==> src/rtl/hazard_forward_ctrl_pkg.sv <==
// Shared encodings for the hazard/forwarding unit and the EXE-stage operand muxes.
package hazard_forward_ctrl_pkg;

    // EXE operand mux selects.
    localparam logic [1:0] FWD_REG = 2'b00;
    localparam logic [1:0] FWD_MEM = 2'b01;
    localparam logic [1:0] FWD_WB  = 2'b10;

    // SRAM wait state machine encodings.
    typedef enum logic [1:0] {
        RUN   = 2'b00,
        WAIT  = 2'b01,
        ERROR = 2'b10
    } fsm_state_e;

    // Operand source pick: the MEM result is younger than WB, so it wins.
    function automatic logic [1:0] fwd_encode(input logic en,
                                              input logic mem_hit,
                                              input logic wb_hit);
        logic [1:0] sel;
        sel = FWD_REG;
        if (en) begin
            if (mem_hit) begin
                sel = FWD_MEM;
            end else if (wb_hit) begin
                sel = FWD_WB;
            end
        end
        return sel;
    endfunction

endpackage

==> src/rtl/hazard_forward_ctrl_mem_wait_fsm.sv <==
// SRAM wait tracker: freezes the pipe while an access is outstanding and latches
// a sticky error when the SRAM fails to answer within TIMEOUT wait cycles.
module mem_wait_fsm
    import hazard_forward_ctrl_pkg::*;
#(
    parameter int unsigned TIMEOUT = 64
) (
    input  logic clk,
    input  logic rst,
    input  logic mem_access,
    input  logic mem_ready,
    input  logic err_clr,
    output logic freeze,
    output logic timeout_err
);

    localparam int unsigned TMR_W = $clog2(TIMEOUT + 1);

    fsm_state_e       state_q, state_d;
    logic [TMR_W-1:0] timer_q, timer_d;
    logic             err_q, err_d;

    // State, timer and sticky flag registers.
    always_ff @(posedge clk or negedge rst) begin
        if (!rst) begin
            state_q <= RUN;
            timer_q <= '0;
            err_q   <= 1'b0;
        end else begin
            state_q <= state_d;
            timer_q <= timer_d;
            err_q   <= err_d;
        end
    end

    // Next-state and freeze decode; freeze acts in the same cycle the access stalls.
    always_comb begin
        state_d = state_q;
        timer_d = timer_q;
        err_d   = err_q;
        freeze  = 1'b0;
        unique case (state_q)
            RUN: begin
                // A ready with no access pending is meaningless and ignored.
                if (mem_access && !mem_ready) begin
                    freeze  = 1'b1;
                    state_d = WAIT;
                    timer_d = TMR_W'(1);
                end
            end
            WAIT: begin
                freeze = !mem_ready;
                if (mem_ready) begin
                    state_d = RUN;
                    timer_d = '0;
                end else if (timer_q == TMR_W'(TIMEOUT)) begin
                    state_d = ERROR;
                    err_d   = 1'b1;
                end else begin
                    timer_d = timer_q + TMR_W'(1);
                end
            end
            ERROR: begin
                // Pipe stays frozen until software acknowledges the fault.
                freeze = 1'b1;
                if (err_clr) begin
                    state_d = RUN;
                    timer_d = '0;
                    err_d   = 1'b0;
                end
            end
            default: begin
                state_d = RUN;
                timer_d = '0;
            end
        endcase
    end

    assign timeout_err = err_q;

endmodule

==> src/rtl/hazard_forward_ctrl.sv <==
// Hazard unit beside ID: load-use / RAW stall detection, EXE forwarding selects,
// SRAM wait freeze and a saturating stall-cycle counter.
module hazard_forward_ctrl
    import hazard_forward_ctrl_pkg::*;
#(
    parameter int unsigned REG_W   = 4,
    parameter int unsigned CNT_W   = 16,
    parameter int unsigned TIMEOUT = 64
) (
    input  logic             clk,
    input  logic             rst,
    input  logic             forward_en,
    input  logic             two_src,
    input  logic [REG_W-1:0] id_src1,
    input  logic [REG_W-1:0] id_src2,
    input  logic             exe_wb_en,
    input  logic             exe_mem_r_en,
    input  logic [REG_W-1:0] exe_dest,
    input  logic             mem_wb_en,
    input  logic [REG_W-1:0] mem_dest,
    input  logic             wb_wb_en,
    input  logic [REG_W-1:0] wb_dest,
    input  logic [REG_W-1:0] ex_src1,
    input  logic [REG_W-1:0] ex_src2,
    input  logic             mem_access,
    input  logic             mem_ready,
    input  logic             cnt_clr,
    input  logic             err_clr,
    output logic             hazard,
    output logic             freeze,
    output logic [1:0]       fwd_sel1,
    output logic [1:0]       fwd_sel2,
    output logic [CNT_W-1:0] stall_count,
    output logic             timeout_err
);

    logic             exe_match;
    logic             mem_match;
    logic             raw;
    logic [CNT_W-1:0] count_q, count_d;

    mem_wait_fsm #(
        .TIMEOUT(TIMEOUT)
    ) u_mem_wait_fsm (
        .clk        (clk),
        .rst        (rst),
        .mem_access (mem_access),
        .mem_ready  (mem_ready),
        .err_clr    (err_clr),
        .freeze     (freeze),
        .timeout_err(timeout_err)
    );

    // RAW detection against the ID sources; register 0 is an ordinary register.
    always_comb begin
        exe_match = (exe_dest == id_src1) | (two_src & (exe_dest == id_src2));
        mem_match = (mem_dest == id_src1) | (two_src & (mem_dest == id_src2));
        if (forward_en) begin
            // With forwarding only a load in EXE cannot be bypassed in time.
            raw = exe_wb_en & exe_mem_r_en & exe_match;
        end else begin
            raw = (exe_wb_en & exe_match) | (mem_wb_en & mem_match);
        end
        // No bubble while frozen: the pipe registers are holding anyway.
        hazard = raw & ~freeze;
    end

    // EXE operand forwarding selects.
    always_comb begin
        fwd_sel1 = fwd_encode(forward_en,
                              mem_wb_en & (mem_dest == ex_src1),
                              wb_wb_en & (wb_dest == ex_src1));
        fwd_sel2 = fwd_encode(forward_en,
                              mem_wb_en & (mem_dest == ex_src2),
                              wb_wb_en & (wb_dest == ex_src2));
    end

    // Stall counter next value: clear wins, increment saturates.
    always_comb begin
        count_d = count_q;
        if (cnt_clr) begin
            count_d = '0;
        end else if (hazard && (count_q != {CNT_W{1'b1}})) begin
            count_d = count_q + CNT_W'(1);
        end
    end

    // Stall counter register.
    always_ff @(posedge clk or negedge rst) begin
        if (!rst) begin
            count_q <= '0;
        end else begin
            count_q <= count_d;
        end
    end

    assign stall_count = count_q;

endmodule

==> config.mk <==
export PLATFORM = sky130hd
export DESIGN_NAME = hazard_forward_ctrl
export DESIGN_NICKNAME = d
export VERILOG_FILES = /design/src/rtl/hazard_forward_ctrl_pkg.sv /design/src/rtl/hazard_forward_ctrl_mem_wait_fsm.sv /design/src/rtl/hazard_forward_ctrl.sv
export SDC_FILE = /design/constraint.sdc
export NUM_CORES = 1
export LEC_CHECK = 0
export CELL_PAD_IN_SITES_DETAIL_PLACEMENT = 1
export CELL_PAD_IN_SITES_GLOBAL_PLACEMENT = 1
export CORE_ASPECT_RATIO = 0.6
export CORE_MARGIN = 8
export CORE_UTILIZATION = 34
export DETAILED_ROUTE_END_ITERATION = 12
export PLACE_DENSITY_LB_ADDON = 0.1
export SYNTH_ARGS = -nofsm -noshare
export SYNTH_HDL_FRONTEND = slang
export SYNTH_SLANG_ARGS = --single-unit
==> constraint.sdc <==
create_clock -name clk -period 3 [get_ports clk]
set_clock_uncertainty 0.15 [all_clocks]
set_input_delay 0.6 -clock clk [delete_from_list [all_inputs] [get_ports clk]]
set_output_delay 0.6 -clock clk [all_outputs]
set_load 0.01 [all_outputs]
==> results of run 1 <==
flip-flops by register name (all words and copies together) (netlist names):
name and flops:
u_mem_wait_fsm.timeout_err 1, u_mem_wait_fsm.state_q 2, u_mem_wait_fsm.timer_q 7, stall_count 16
power breakdown:
group	switching, mW	internal [mW]
clock network	0.121	0.179
registers	0.0100	0.357
logic	0.101	0.114
worst max-delay path, stage by stage:
cell and delay, ns:
clkdlybuf4s50_1 0.45, buf_4 0.18, xnor2_1 0.19, nand2_1 0.10
nor4_2 0.30, buf_4 0.16, nor4_1 0.04, clkbuf_2 0.13
kinds of logic (layout without fill, tap and decap cells):
family | Yosys count | count (layout)
simple gates | 89 | 89
buf+inv | 13 | 99
xor+xnor | 37 | 37
mux | 5 | 5
fa+ha+maj | 3 | 3
flops | 26 | 26
compound gates | 41 | 41
area by class of cell:
cell class,count,area (µm²)
clock buffer,3,41.29
inverter,7,26.28
multi-input combinational,175,1236
clock inverter,1,30.03
fill,652,2605
timing repair buffer,88,815.8
tap,69,86.33
sequential,26,650.6
cells in the final DEF, fill, tap and decap left out, types with 5 or more instances in the layout:
cell type and n:
nand4_1 8, clkdlybuf4s50_1 50, xnor2_1 20, or3_1 5
a21oi_1 15, nor2_1 14, o21ai_0 13, dfrtp_1 26
o31ai_1 6, nor2b_1 6, dlymetal6s2s_1 6, or4_1 7
xor2_1 16, nand3_1 12, nand2_1 12, buf_4 26
inv_1 7
cells in the mapped netlist, drive strengths merged, types with 2 or more instances:
master / number / share of area
xnor2: 20 / 0.092
o21ai: 13 / 0.034
nor2b: 6 / 0.020
nor4: 7 / 0.030
a21oi: 15 / 0.040
nand3: 12 / 0.032
nand2: 12 / 0.024
buf: 3 / 0.011
and2: 2 / 0.0066
dfrtp: 26 / 0.34
and3: 4 / 0.013
nor3: 5 / 0.016
or4: 7 / 0.028
o31ai: 8 / 0.034
mux2: 5 / 0.030
xor2: 17 / 0.078
or3: 5 / 0.016
inv: 7 / 0.014
nor2: 15 / 0.031
ha: 3 / 0.020
clkbuf: 3 / 0.0059
nand4: 8 / 0.026
worst paths after layout:
check	slack, ns	depth (start not counted)	to
worst max-delay path	0.1	8	fwd_sel1[1]
worst min-delay path	0.43	2	u_mem_wait_fsm.timer_q[5]$_DFFE_PN0P_
worst max register to register	0.54	8	u_mem_wait_fsm.timer_q[6]$_DFFE_PN0P_
worst min register to register	0.43	2	u_mem_wait_fsm.timer_q[5]$_DFFE_PN0P_
max in group asynchronous	1.89	2	stall_count[3]$_DFFE_PN0P_
min in group asynchronous	0.54	2	u_mem_wait_fsm.timer_q[1]$_DFFE_PN0P_
through the flow:
step | TNS [ns] | std cells | hold WS [ns] | instance area (µm²) | setup WS (ns)
6_report | 0 | 369 | 0.4310 | 2887 | 0.09635
5_1_grt | 0 | 369 | 0.4484 | 2887 | 0.02059
4_1_cts | -0.2283 | 366 | 0.4352 | 2844 | -0.2283
3_5_place_dp | -1.372 | 361 | 0.4082 | 2739 | -0.2937
3_3_place_gp | -1.002 | 361 | 0.3776 | 2739 | -0.2483
2_1_floorplan | 0 | 214 | 0.1544 | 1899 | 0.6566
repair_timing:
item,4_1_cts,5_1_grt
endpoints found under the setup margin,6,4
hold buffers,0,0
gates resized for setup,15,10
buffers inserted,1,3
pin swaps,2,5
per-layer routing:
layer | global-route usage | wire, µm
met5 | 0 | 0
met4 | 0.008902 | 28
met3 | 0.04020 | 305
met2 | 0.2654 | 3019
met1 | 0.2244 | 3290
==> impl_metrics.tcl, run 1 <==
set metrics [dict create \
    first_global_vias 2069 \
    critPathCaptureType "primary output" \
    final_max_slew_viol_count 0 \
    path_clk_slew_ns 0.10 \
    grt_usage 0.1636 \
    rows 21 \
    setup.worst_path.start "mem_dest[1]" \
    grt_first_pass_wirelength_um 10870 \
    synth_ff_type "dfrtp_1" \
    synthesis.nets 257 \
    rsz0062_at_grt "false" \
    peakVddDrop_v 0.0002076 \
    ys_ff_latch 26 \
    worst_ep_required_time_ns 2.25 \
    wl_per_cell_um 18.00 \
    die_w_um 112.5 \
    area_delta_synth_final_pct 51.98 \
    h-tree-depth 1 \
    worstPathArrival_ns 2.15 \
    antenna-diode-count 0 \
    power_leakage_nw 1.222 \
    final_nets 344 \
    grt_max_degree 27 \
    synth_top_family_by_area "simple AND/OR/NAND/NOR gates" \
    via_per_inst 5.136 \
    syn_area_per_cell_um2 8.875 \
    place_congestion 0.7854 \
    wl_um 6643 \
    cts.sinks 26 \
    synth_fa_ha_area_frac 0.01976 \
    reg2reg_from "u_mem_wait_fsm.timer_q[0]$_DFFE_PN0P_" \
    min_path_type "reg2reg" \
    synthSimpleGateAreaFrac 0.2675 \
    antenna_found_initial 0 \
    start_kind "input pin" \
    drv_cap 0 \
    async_flop_share 1.000 \
    drc 0 \
    synth_edf_count 0 \
    drive_above_1_share 0.1500 \
    synth_compound_area_frac 0.1390 \
    cts_tree "done" \
    yosysUniqueCellTypes 39 \
    gr-total-overflow 0 \
    die_h_um 73.90 \
    cts_made_buffers 3 \
    drtIter0Drc 70 \
    core_region_area_um2 5492 \
    yosys_warnings 0 \
    powerDensity_nw_per_um2 305.5 \
    utilization 0.5256 \
    start_util 0.3459 \
    die_area_um2 8312 \
    ys_seq_area_frac 0.3426 \
    synthCells 214 \
    hold_path.startpoint "u_mem_wait_fsm.timer_q[5]$_DFFE_PN0P_" \
    vias 1895 \
    ioPinCount 63 \
    fin_crit_ns 2.904 \
    fmax_mhz 344.4 \
    cts_root_buffer "clkbuf_8" \
    synthMuxAreaShare 0.02964 \
    clockBufferDepth 2 \
    synth-xor-area-share 0.1706 \
    drt_first_pass_iters 4 \
    tightest_slew_ns 0.6941 \
    clock_latency_ns 0.28 \
    slew_headroom 0.5324 \
    drtAntennaViolNets 0 \
    critPathKind "in2out" \
    setup_viol_count_final 0 \
    outcome "completed" \
    power.total_uw 881.9 \
    hold_violations 0 \
    syn-cell-area_um2 1899 \
    port_buffers 62 \
    dp_hpwl_um 5172 \
    worstPathMaxFanout 3 \
    min_period_over_period 0.9679 \
]
No activity file was read; power rests on OpenSTA's default activity.
==> inputs of run 2 (changes only) <==
CORE_MARGIN = not set   (was 8)
==> impl_metrics.tcl, run 2 (synthesized netlist as in run 1, its figures left out) <==
set metrics [dict create \
    drc 10 \
    slew_headroom 0.5322 \
    critPathKind "in2out" \
    cts.sinks 26 \
    hold_violations 0 \
    wl_um 6131 \
    violations "DRC" \
    ioPinCount 63 \
    placed_cells 358 \
    seq_area_um2 650.6 \
    fin_crit_ns 2.913 \
    layout.cells.non_filler 363 \
    power.total_uw 877.9 \
    min_path_type "reg2reg" \
    start_util 0.3649 \
    final_nets 341 \
    cts_tree "done" \
    drv_cap 0 \
    via_per_inst 5.364 \
    port_buffers 62 \
    final_cell_mix "clkdlybuf4s50_1 (55), dfrtp_1 (26), buf_4 (23), xnor2_1 (20)" \
    area_delta_synth_final_pct 49.87 \
    vias 1947 \
    worstPathArrival_ns 2.16 \
    largest_register_ffs 16 \
    fmax_mhz 343.3 \
    dp_hpwl_um 4800 \
    antenna_found_initial 0 \
    final_max_slew_viol_count 0 \
    place_congestion 0.7171 \
    fin_hold_ws_ns 0.4125 \
    die_area_um2 5899 \
    peakVddDrop_v 0.0002191 \
    postLayoutCellArea_um2 2846 \
    clock_latency_ns 0.28 \
    drive_above_1_share 0.1414 \
    path_clk_slew_ns 0.09 \
    holdBufCountCts 0 \
    drtAntennaViolNets 0 \
    core_region_area_um2 5205 \
    outcome "finished, violations left" \
    min_period_over_period 0.9710 \
    grt_max_degree 27 \
    start_kind "input pin" \
    antenna-diode-count 0 \
    wl_per_cell_um 16.89 \
    h-tree-depth 1 \
    utilization 0.5469 \
    grt_first_pass_wirelength_um 10050 \
    multi_input_area_um2 1231 \
    die_h_um 59.90 \
    fin_setup_tns_ns 0 \
    drtIter0Drc 86 \
    final_common_cell "clkdlybuf4s50_1" \
    gr-total-overflow 0 \
    first_global_vias 2031 \
    dp_worst_setup_slack_ns -0.3140 \
    power_leakage_nw 1.154 \
    tightest_slew_ns 0.6944 \
    n_fill_cell 631 \
    powerDensity_nw_per_um2 308.4 \
    worstPathMaxFanout 3 \
    drt_first_pass_iters 9 \
    placed_area_um2 2735 \
    layout_setup_ws_ns 0.08687 \
    rsz0062_at_grt "false" \
    clockBufferDepth 2 \
    grt_usage 0.2189 \
    cts_made_buffers 3 \
    setup_viol_count_final 0 \
    rows 20 \
    critPathCaptureType "primary output" \
    die_w_um 98.49 \
    cts_root_buffer "clkbuf_8" \
    worst_ep_required_time_ns 2.25 \
]
## run 2: report_power, final
group	leakage (nW)	switching (mW)	internal (mW)	total, mW
clock	0.0357	0.122	0.179	0.300
combinational	0.761	0.0972	0.113	0.210
sequential	0.358	0.0106	0.357	0.368
## run 2: final cells by class
class,instances,area share
Clock buffer,3,0.01451
Clock inverter,1,0.01055
Inverter,7,0.009231
Multi-Input combinational cell,175,0.4325
Sequential cell,26,0.2286
Tap cell,66,0.02901
Timing Repair Buffer,85,0.2756
## run 2: what timing repair did
action,4_1_cts,5_1_grt
pin swaps,4,4
buffers inserted,1,0
gates cloned,0,0
resized for setup,12,3
setup endpoints to repair,5,5
## run 2: path summary, 6_finish.rpt
path | start | end | slack (ns) | cells after the start
setup / recovery | mem_dest[2] | fwd_sel1[0] | 0.09 | 6
setup reg to reg | u_mem_wait_fsm.timer_q[0]$_DFFE_PN0P_ | u_mem_wait_fsm.timer_q[6]$_DFFE_PN0P_ | 0.54 | 8
hold / removal | u_mem_wait_fsm.timer_q[6]$_DFFE_PN0P_ | u_mem_wait_fsm.timer_q[6]$_DFFE_PN0P_ | 0.41 | 2
min in group asynchronous | rst | stall_count[11]$_DFFE_PN0P_ | 0.53 | 2
max in group asynchronous | rst | stall_count[2]$_DFFE_PN0P_ | 1.90 | 2
hold reg to reg | u_mem_wait_fsm.timer_q[6]$_DFFE_PN0P_ | u_mem_wait_fsm.timer_q[6]$_DFFE_PN0P_ | 0.41 | 2
## run 2: routing by layer
metal	wire, µm	track usage	up-vias
met5	0	0	-
met3	353	0.04444	4
met2	2511	0.3410	54
li1	-	-	938
met4	52	0.04051	0
met1	3213	0.3171	951
## run 2: worst max-delay path: stages
cell and delay (ns):
clkdlybuf4s50_1 0.45, buf_4 0.18, xor2_2 0.19, nor4_4 0.32
and2_1 0.16, dlygate4sd2_1 0.26
